$ cat config.mk
export PLATFORM = sky130hd
export DESIGN_NAME = rr_mux_reg
export DESIGN_NICKNAME = d
export VERILOG_FILES = /design/src/rtl/rr_mux_pkg.sv /design/src/rtl/rr_mux_reg_arb.sv /design/src/rtl/rr_mux_reg.sv
export SDC_FILE = /design/constraint.sdc
export NUM_CORES = 1
export LEC_CHECK = 0
export CAP_MARGIN = 20
export CORE_MARGIN = 2
export CORE_UTILIZATION = 30
export CTS_BUF_LIST = sky130_fd_sc_hd__clkbuf_16
export DETAILED_ROUTE_END_ITERATION = 6
export GPL_TIMING_DRIVEN = 0
export PLACE_DENSITY_LB_ADDON = 0.3
export SKIP_CTS_REPAIR_TIMING = 1
export SKIP_LAST_GASP = 1
export SLEW_MARGIN = 30
export SYNTH_ARGS = -nofsm -noshare
export SYNTH_HDL_FRONTEND = slang
export SYNTH_SLANG_ARGS = --single-unit
$ cat constraint.sdc
create_clock -name clk -period 13.59 [get_ports clk]
set_clock_uncertainty 0.2 [all_clocks]
set_input_delay 2.0385 -clock clk [delete_from_list [all_inputs] [get_ports clk]]
set_output_delay 2.0385 -clock clk [all_outputs]
set_load 0.01 [all_outputs]
$ cat src/rtl/rr_mux_pkg.sv
// Shared constants and helpers for the arbitrating result mux.
package rr_mux_pkg;

  localparam int MODE_FIXED = 0;
  localparam int MODE_RR    = 1;

  // Index width that never collapses to zero bits.
  function automatic int idx_w(input int n);
    return (n > 1) ? $clog2(n) : 1;
  endfunction

endpackage

$ cat src/rtl/rr_mux_reg_arb.sv
// Combinational round-robin / fixed-priority arbiter; grant is one-hot and gated by en.
module rr_arbiter
  import rr_mux_pkg::*;
#(
  parameter int N     = 8,
  parameter int RR    = MODE_RR,
  parameter int SEL_W = idx_w(N)
) (
  input  logic [N-1:0]     req,
  input  logic [SEL_W-1:0] ptr,
  input  logic             en,
  output logic [N-1:0]     grant,
  output logic [SEL_W-1:0] gidx,
  output logic             any
);

  logic [SEL_W:0] c;
  logic [SEL_W:0] base;

  assign base = (RR == MODE_RR) ? {1'b0, ptr} : '0;

  // Walk channels starting at base, wrapping at N; the first requester wins.
  always_comb begin
    gidx = '0;
    any  = 1'b0;
    c    = '0;
    for (int k = 0; k < N; k++) begin
      c = base + (SEL_W+1)'(k);
      if (c >= (SEL_W+1)'(N)) c = c - (SEL_W+1)'(N);
      if (!any && req[c[SEL_W-1:0]]) begin
        any  = 1'b1;
        gidx = c[SEL_W-1:0];
      end
    end
  end

  always_comb begin
    grant = '0;
    for (int i = 0; i < N; i++)
      grant[i] = en && any && (gidx == SEL_W'(i));
  end

endmodule

$ cat src/rtl/rr_mux_reg.sv
// N-channel arbitrating mux with registered output stage.
// Optional burst locking via RR_MUX_REG_LOCK_EN (adds in_last / out_last).
module rr_mux_reg
  import rr_mux_pkg::*;
#(
  parameter int WIDTH = 32,
  parameter int N     = 8,
  parameter int RR    = MODE_RR,
  parameter int SEL_W = idx_w(N)
) (
  input  logic               clk,
  input  logic               rst,
  input  logic [N*WIDTH-1:0] in_data,
  input  logic [N-1:0]       in_valid,
  output logic [N-1:0]       in_ready,
`ifdef RR_MUX_REG_LOCK_EN
  input  logic [N-1:0]       in_last,
  output logic               out_last,
`endif
  output logic [WIDTH-1:0]   out_data,
  output logic [SEL_W-1:0]   out_src,
  output logic               out_valid,
  input  logic               out_ready
);

  logic [SEL_W-1:0] ptr;
  logic [SEL_W-1:0] gidx;
  logic [N-1:0]     req;
  logic             any, load, en, xfer, beat_last;

  assign load = !out_valid || out_ready;
  assign en   = load && !rst;
  assign xfer = en && any;

`ifdef RR_MUX_REG_LOCK_EN
  logic             locked;
  logic [SEL_W-1:0] lock_ch;

  // While a burst is open only the owning channel may request.
  always_comb begin
    req = in_valid;
    if (locked) begin
      req          = '0;
      req[lock_ch] = in_valid[lock_ch];
    end
  end
  assign beat_last = in_last[gidx];
`else
  assign req       = in_valid;
  assign beat_last = 1'b1;
`endif

  rr_arbiter #(.N(N), .RR(RR), .SEL_W(SEL_W)) u_arb (
    .req   (req),
    .ptr   (ptr),
    .en    (en),
    .grant (in_ready),
    .gidx  (gidx),
    .any   (any)
  );

  always_ff @(posedge clk) begin
    if (rst) begin
      out_valid <= 1'b0;
      out_data  <= '0;
      out_src   <= '0;
      ptr       <= '0;
`ifdef RR_MUX_REG_LOCK_EN
      locked    <= 1'b0;
      lock_ch   <= '0;
      out_last  <= 1'b0;
`endif
    end else begin
      if (load) out_valid <= xfer;
      if (xfer) begin
        out_data <= in_data[gidx*WIDTH +: WIDTH];
        out_src  <= gidx;
      end
      if (xfer && beat_last && RR == MODE_RR)
        ptr <= (gidx == SEL_W'(N-1)) ? '0 : gidx + 1'b1;
`ifdef RR_MUX_REG_LOCK_EN
      if (xfer) begin
        locked   <= !in_last[gidx];
        lock_ch  <= gidx;
        out_last <= in_last[gidx];
      end
`endif
    end
  end

endmodule

* Word level (Yosys, flattened, before mapping)
Cells that the tools add are included.
Operators by class: $add $sub $neg 16, reduce and logical (&&, ||, !) cells 28, mux-type cells 41, equality and inequality tests 7, divide/modulo/power cells 0, $lt $le $gt $ge 16, $mul 0, shifts and indexed selects 1, bitwise gates (word level) 0
Operators with widths (count):
- indexed part select 256 x 9 -> 32 bit | 1
- two-way mux 3 bit | 17
- < comparator 3 x 4 -> 1 bit (second input constant) | 8
- greater-or-equal comparator 4 bit (second input constant) | 7
- binary-select mux 1 bit (select 3 bit) | 8
- subtractor 3 x 1 -> 3 bit (second input constant) | 8
- logical AND 1 bit | 17
- adder 3 x 3 -> 4 bit (second input constant) | 4
- two-way mux 1 bit | 16
- == test 3 bit (second input constant) | 4
- zero test 1 bit | 9
- adder 3 x 2 -> 4 bit (second input constant) | 2
- == test 3 x 2 -> 1 bit (second input constant) | 2
- adder 3 x 1 -> 4 bit (second input constant) | 1
- greater-or-equal comparator 3 x 4 -> 1 bit (second input constant) | 1
- adder 3 x 1 -> 3 bit (second input constant) | 1
- == test 3 x 1 -> 1 bit (second input constant) | 1
- zero test 3 bit | 1
- logical OR 1 bit | 1
Storage, ports and cells: memories kept 0, latch bits 0, logic and storage cells 113, bits in registers 39, memory bits (writable) 0, memory bits (read-only) 0

* Depth between registers and ports, before layout
Gate-level depths: netlist (run 1).
depth after elaboration 28, gate-level depth with buffers 20

* By module
From an unflattened synthesis (run 1), not the netlist that was laid out.
Second synthesis, totals: cells, all modules 508, area total of the unflattened synthesis 4594.4 µm²
Modules (own cells, without submodules):
- rr_mux_reg | cells each 400, area an instance 3540.9 µm², times used 1
- rr_arbiter | cells each 108, area an instance 1053.5 µm², times used 1

* Least setup slack after synthesis (run 1)
OpenSTA, ideal clock, no wires.
path kind input port to output port, start input in_valid[6], end output in_ready[7], stages on the path 10, path slack 6.959 ns, data arrival time 4.393 ns, buffers on the path 2, required time 11.351 ns, path through mux4_2 > mux2_2 > o311ai_4 > nand2_4 > o2bb2ai_2 > buf_4 > buf_4 > inv_1 > ha_1 > and3_1
On the way: word-level cells in the longest chain between the ends 26
RTL lines:
- start: declaration | line rr_mux_reg.sv:14 | input logic [N-1:0] in_valid,
- binary-select mux 1 bit (select 3 bit) | line rr_mux_reg_arb.sv:30 | if (!any && req[c[SEL_W-1:0]]) begin
- two-way mux 1 bit (not written as such) | line rr_mux_reg_arb.sv:30
- two-way mux 1 bit | line rr_mux_reg_arb.sv:30
- zero test 1 bit | line rr_mux_reg_arb.sv:30
- logical AND 1 bit | line rr_mux_reg_arb.sv:30
- two-way mux 1 bit | line rr_mux_reg_arb.sv:30
- zero test 1 bit | line rr_mux_reg_arb.sv:30
- logical AND 1 bit | line rr_mux_reg_arb.sv:30
- [10 not listed]
- zero test 1 bit | line rr_mux_reg_arb.sv:30
- logical AND 1 bit | line rr_mux_reg_arb.sv:30
- two-way mux 1 bit | line rr_mux_reg_arb.sv:30
- zero test 1 bit | line rr_mux_reg_arb.sv:30
- logical AND 1 bit | line rr_mux_reg_arb.sv:30
- two-way mux 3 bit / two-way mux 1 bit (equally long branches) | line rr_mux_reg_arb.sv:30
- == test 3 bit / logical AND 1 bit (equally long branches) | line rr_mux_reg_arb.sv:40 | grant[i] = en && any && (gidx == SEL_W'(i));
- logical AND 1 bit (*) | line rr_mux_reg_arb.sv:40
- end: declaration | line rr_mux_reg.sv:15 | output logic [N-1:0] in_ready,
Mark *: on every way between the ends. The rest lies on a longest branch, timed or not. The select of a mux whose other input is x is not followed.

* Worst setup path in the final report (run 1)
start input in_valid[5], end output in_ready[0]
On the way: word-level cells in the longest chain between the ends 26
RTL lines (line):
- binary-select mux 1 bit (select 3 bit) | rr_mux_reg_arb.sv:30
- two-way mux 1 bit (not written as such) | rr_mux_reg_arb.sv:30
- two-way mux 1 bit | rr_mux_reg_arb.sv:30
- zero test 1 bit | rr_mux_reg_arb.sv:30
- logical AND 1 bit | rr_mux_reg_arb.sv:30
- two-way mux 1 bit | rr_mux_reg_arb.sv:30
- zero test 1 bit | rr_mux_reg_arb.sv:30
- logical AND 1 bit | rr_mux_reg_arb.sv:30
- [10 not listed]
- zero test 1 bit | rr_mux_reg_arb.sv:30
- logical AND 1 bit | rr_mux_reg_arb.sv:30
- two-way mux 1 bit | rr_mux_reg_arb.sv:30
- zero test 1 bit | rr_mux_reg_arb.sv:30
- logical AND 1 bit | rr_mux_reg_arb.sv:30
- two-way mux 3 bit / two-way mux 1 bit (equally long branches) | rr_mux_reg_arb.sv:30
- zero test 3 bit / logical AND 1 bit (equally long branches) | rr_mux_reg_arb.sv:40
- logical AND 1 bit (*) | rr_mux_reg_arb.sv:40
Marked as above.

==> run summary, run 1 <==
The run finished with clean final reports. The via count of the first global-routing pass is 5780. The final routed DRC violation total came out at 0. The number of nets at the end of the flow came out at 1172. The peak fanout along the critical path is 10. The share of synthesized area occupied by flip-flops and latches came out at 0.1614. The cell area after placement came out at 8209 um^2.

Setup repair after global routing left no endpoint under its margin. The clock latency of the later-clocked register in the worst-skew pair is 0.28 ns. The post-synthesis share of cell area spent on and, or, nand and nor gates is 0.1853. The final core area utilization came out at 0.5275. In this run the worst hold path is classified as reg2reg. The half-perimeter wire length after placement came out at 18490 um. The time the worst path needs with I/O delays and setup came out at 8.561 ns.

The overall via count from detail_route came out at 5983. The hold slack is 0.2728 ns. The number of inserted filler cells in the final layout came out at 1542. The CTS tree is yes. The worst slew slack as a fraction of its limit is 0.4008. The clock-pin transition on the worst setup and hold timing paths is 0.06 ns.

The critical path data required time came out at 11.35 ns. The initial antenna violation count came out at 0. The routed via count divided by cell count came out at 5.347.

The net count of the mapped netlist is 855. Summing all multi-input logic gate instances after layout gives 3724 um^2. A synthesized cell averages 8.266 um^2. The diode insertion count for antenna repair came out at 0. The final period utilization came out at 0.6299. The first-pass GRT wire length is 32460 um. The routed wire length came out at 22410 um. The worst hold path begins at out_data[15]. After synthesis, the largest family of logic cells by area is multiplexers.

The final-report hold violation count is 0. Of the total synthesized cell area, the portion taken by full adders, half adders and majority gates is 0.007762. The number of primary I/O pins is 311. The accumulated negative setup slack is 0 ns. The total grt overflow came out at 0. The timing startpoint of the critical path is in_valid[5].

The combined flip-flop and latch cell area is 780.7 um^2. The power density of the placed cells came out at 225.0 nW/um^2. The sink of the worst hold path is out_data[15].

The synthesized design contains 39 register bits. The total number of placement rows is 46. The XOR/XNOR share of the synthesized area came out at 0.01087. The netlist area before placement came out at 4836 um^2. The number of input and output port buffers inserted is 310. The overall power of the completed layout came out at 1.879 mW.

The routed length per placed instance is 20.03 um. The longest clock path from root to sink contains 2 buffers. Clock tree synthesis selected as its root buffer the cell clkbuf_16. The highest achievable clock rate is 116.8 MHz. Walking the worst path, the cells encountered are clkdlybuf4s50_1 -> mux4_2 -> nand2b_1 -> a41oi_1 -> o21ai_0 -> o22a_1 -> o31a_1 -> buf_4 -> nor2_1 -> clkbuf_1 -> nand2_1 -> nor2_1 -> clkdlybuf4s50_1. The max-slew violation count came out at 0.

The number of synthesized flops with an enable pin is 0. With fillers left out, the area of the finished cells amounts to 8349 um^2. The async set-reset flop share out of synthesis came out at 0.

At the worst endpoint, the arrival time is 6.32 ns. By startpoint and endpoint, the worst setup path is classified as in2out. The capture point of the worst reg-to-reg path is out_data[21]. The largest single stage delay on the critical path is 0.58 ns. The first detailed-routing pass took 5 iterations. The number of maximum-capacitance violations came out at 0.

The die extent in x is 131.0 um. The post-synthesis to final-layout area growth is 72.65%. The die outline height came out at 131.0 um. The startpoint type of the worst setup path is an input port. The starting DRC count in detailed routing came out at 490. For this configuration, the core starts out at a cell density of 0.3055. The count of nets left with antenna violations once routing finished came out at 0. The count of final setup violators came out at 0. The leakage power is 3.342 nW. The area of the core region is 15830 um^2. The number of buffers added by the clock tree synthesis step is 5. The path depth of the worst reg2reg path is 16.

The reg-to-reg critical path startpoint is ptr[0]. The routability congestion estimate is 0.9041. The total global-route track usage is 0.2503.

The H-tree depth is 2. STA classifies the critical path endpoint as a primary output. The total number of yosys warnings is 0. The share of cells above drive strength 1 is 0.1074. The complex-gate fraction of the synthesized area came out at 0.2370. The reg-to-reg setup timing slack is 7.95 ns. The area enclosed by the die boundary is 17150 um^2. The portion of netlist area occupied by mux cells came out at 0.3291. The synthesized netlist cell count came out at 585. The pin count of the biggest net entering global routing is 13.

The slew of the pin with the lowest slew margin came out at 0.8762 ns. The share of synthesized area in the top cell type comes to 0.2215. Across the VDD grid, the largest voltage drop is 0.09866 mV. The biggest area contributor in the post-synthesis netlist is mux2i_1. The number of different library cells used by synthesis comes to 63. The sink count of the clock tree is 39. The slowest stage of the critical path belongs to the cell clkdlybuf4s50_1. By area the synthesized netlist is led by mux2i_1, dfxtp_1, mux2_2. For this run, the leading register cell type out of synthesis is dfxtp_1.

The hold-critical path depth came out at 2.
final cells by class:
type                            count  area share
Multi-Input combinational cell    486      0.4460
Tap cell                          216     0.03237
Clock buffer                        5     0.01499
Buffer                             52     0.03612
Clock inverter                      3    0.001798
Sequential cell                    39     0.09351
Inverter                            8    0.003597
Timing Repair Buffer              310      0.3716
state kept, by name (all words and copies together) (netlist names):
name / count
out_data: 32
out_src: 3
out_valid: 1
ptr: 3
stage by stage:
stage,cells,setup slack [ns]
floorplan,585,6.959
global placement,1111,5.027
detailed placement,1111,5.053
CTS,1119,5.060
global route,1119,4.750
finish,1119,5.029
power by group:
part / leakage [nW] / internal, mW / total (mW) / switching, mW
registers: 0.323 / 0.168 / 0.201 / 0.0324
logic: 2.95 / 0.715 / 1.56 / 0.845
clock network: 0.0733 / 0.0671 / 0.118 / 0.0508
total: 3.34 / 0.950 / 1.88 / 0.928
cells in the mapped netlist (3+ instances only):
master       n
mux2i_1    107
nor2_1      47
nand2_1     44
dfxtp_1     39
a21oi_1     37
o22ai_1     33
mux2_2      27
clkbuf_1    20
nand3b_1    20
nor2b_1     19
a2111oi_0   16
buf_2       15
o2111ai_1   15
nand3_1     12
o21ai_0     12
buf_4       11
mux4_2       9
o21ai_1      9
a22oi_1      8
a22oi_2      8
inv_1        6
nand2b_1     6
a221oi_1     4
nor3_1       4
or3_1        4
xnor2_1      4
and2_1       3
buf_6        3
ha_1         3
placed cells by master (no fill, tap or decap), types with 5 or more instances in the layout:
master,Yosys,routed
o21ai_0,12,12
a22oi_2,8,8
a22oi_1,8,8
o2111ai_1,15,15
nand3b_1,20,20
buf_2,15,15
dfxtp_1,39,39
clkbuf_1,20,20
nor2_1,47,47
mux2i_1,107,107
o22ai_1,33,33
nand3_1,12,12
nand2b_1,6,6
a2111oi_0,16,16
nand2_1,44,44
clkbuf_16,0,5
o21ai_1,9,9
a21oi_1,37,37
inv_1,6,6
clkdlybuf4s50_1,0,310
mux2_2,27,27
nor2b_1,19,19
mux4_2,9,9
buf_4,11,11
logic make-up (layout without fill, tap and decap cells):
group	Yosys count	after routing
and+or+nand+nor	172	172
AOI/OAI and AO/OA	161	161
muxes	144	144
buffers and inverters	60	378
DFF	39	39
xor gates and xnor gates	6	6
adders and majority gates	3	3
how the worst max path moves through the flow:
stage,endpoint,slack [ns],depth (start not counted)
after floorplan,in_ready[7],6.96,10
after global placement,in_ready[1],5.03,13
after detailed placement,in_ready[0],5.05,13
after CTS,in_ready[0],5.06,13
after global routing,in_ready[0],4.75,13
final,in_ready[0],5.03,13
worst max-delay path: cells and delay by family:
kind            cells  cell delay [ns]
mux                 1             0.57
simple gates        4             1.07
compound gates      4             0.85
buf+inv             4             1.79
layer usage:
layer	GRT usage	up-vias	wire length [um]
met4	0.07196	0	605
met1	0.3281	2834	9281
met2	0.4209	247	11210
met3	0.04520	33	1319
li1	-	2869	-
met5	0	-	0
Power figures use the tool's default switching activity.
==> run 2, diff against run 1 <==
==> constraint.sdc (replaced) <==
create_clock -name clk -period 7.8 [get_ports clk]
set_clock_uncertainty 0.2 [all_clocks]
set_input_delay 1.17 -clock clk [delete_from_list [all_inputs] [get_ports clk]]
set_output_delay 1.17 -clock clk [all_outputs]
set_load 0.01 [all_outputs]
==> results of run 2 <==
The final DEF is identical to that of run 1. Status: finished clean.
Main changes from that run: setup slack after placement 5.053 ns -> 0.9399 ns; setup slack after layout 5.029 ns -> 0.5680 ns; start point of the critical path in_valid[5] -> ptr[0]; register-to-register setup slack 7.95 ns -> 2.16 ns; total power 1.879 mW -> 3.273 mW; worst IR drop on VDD 0.09866 mV -> 0.1719 mV
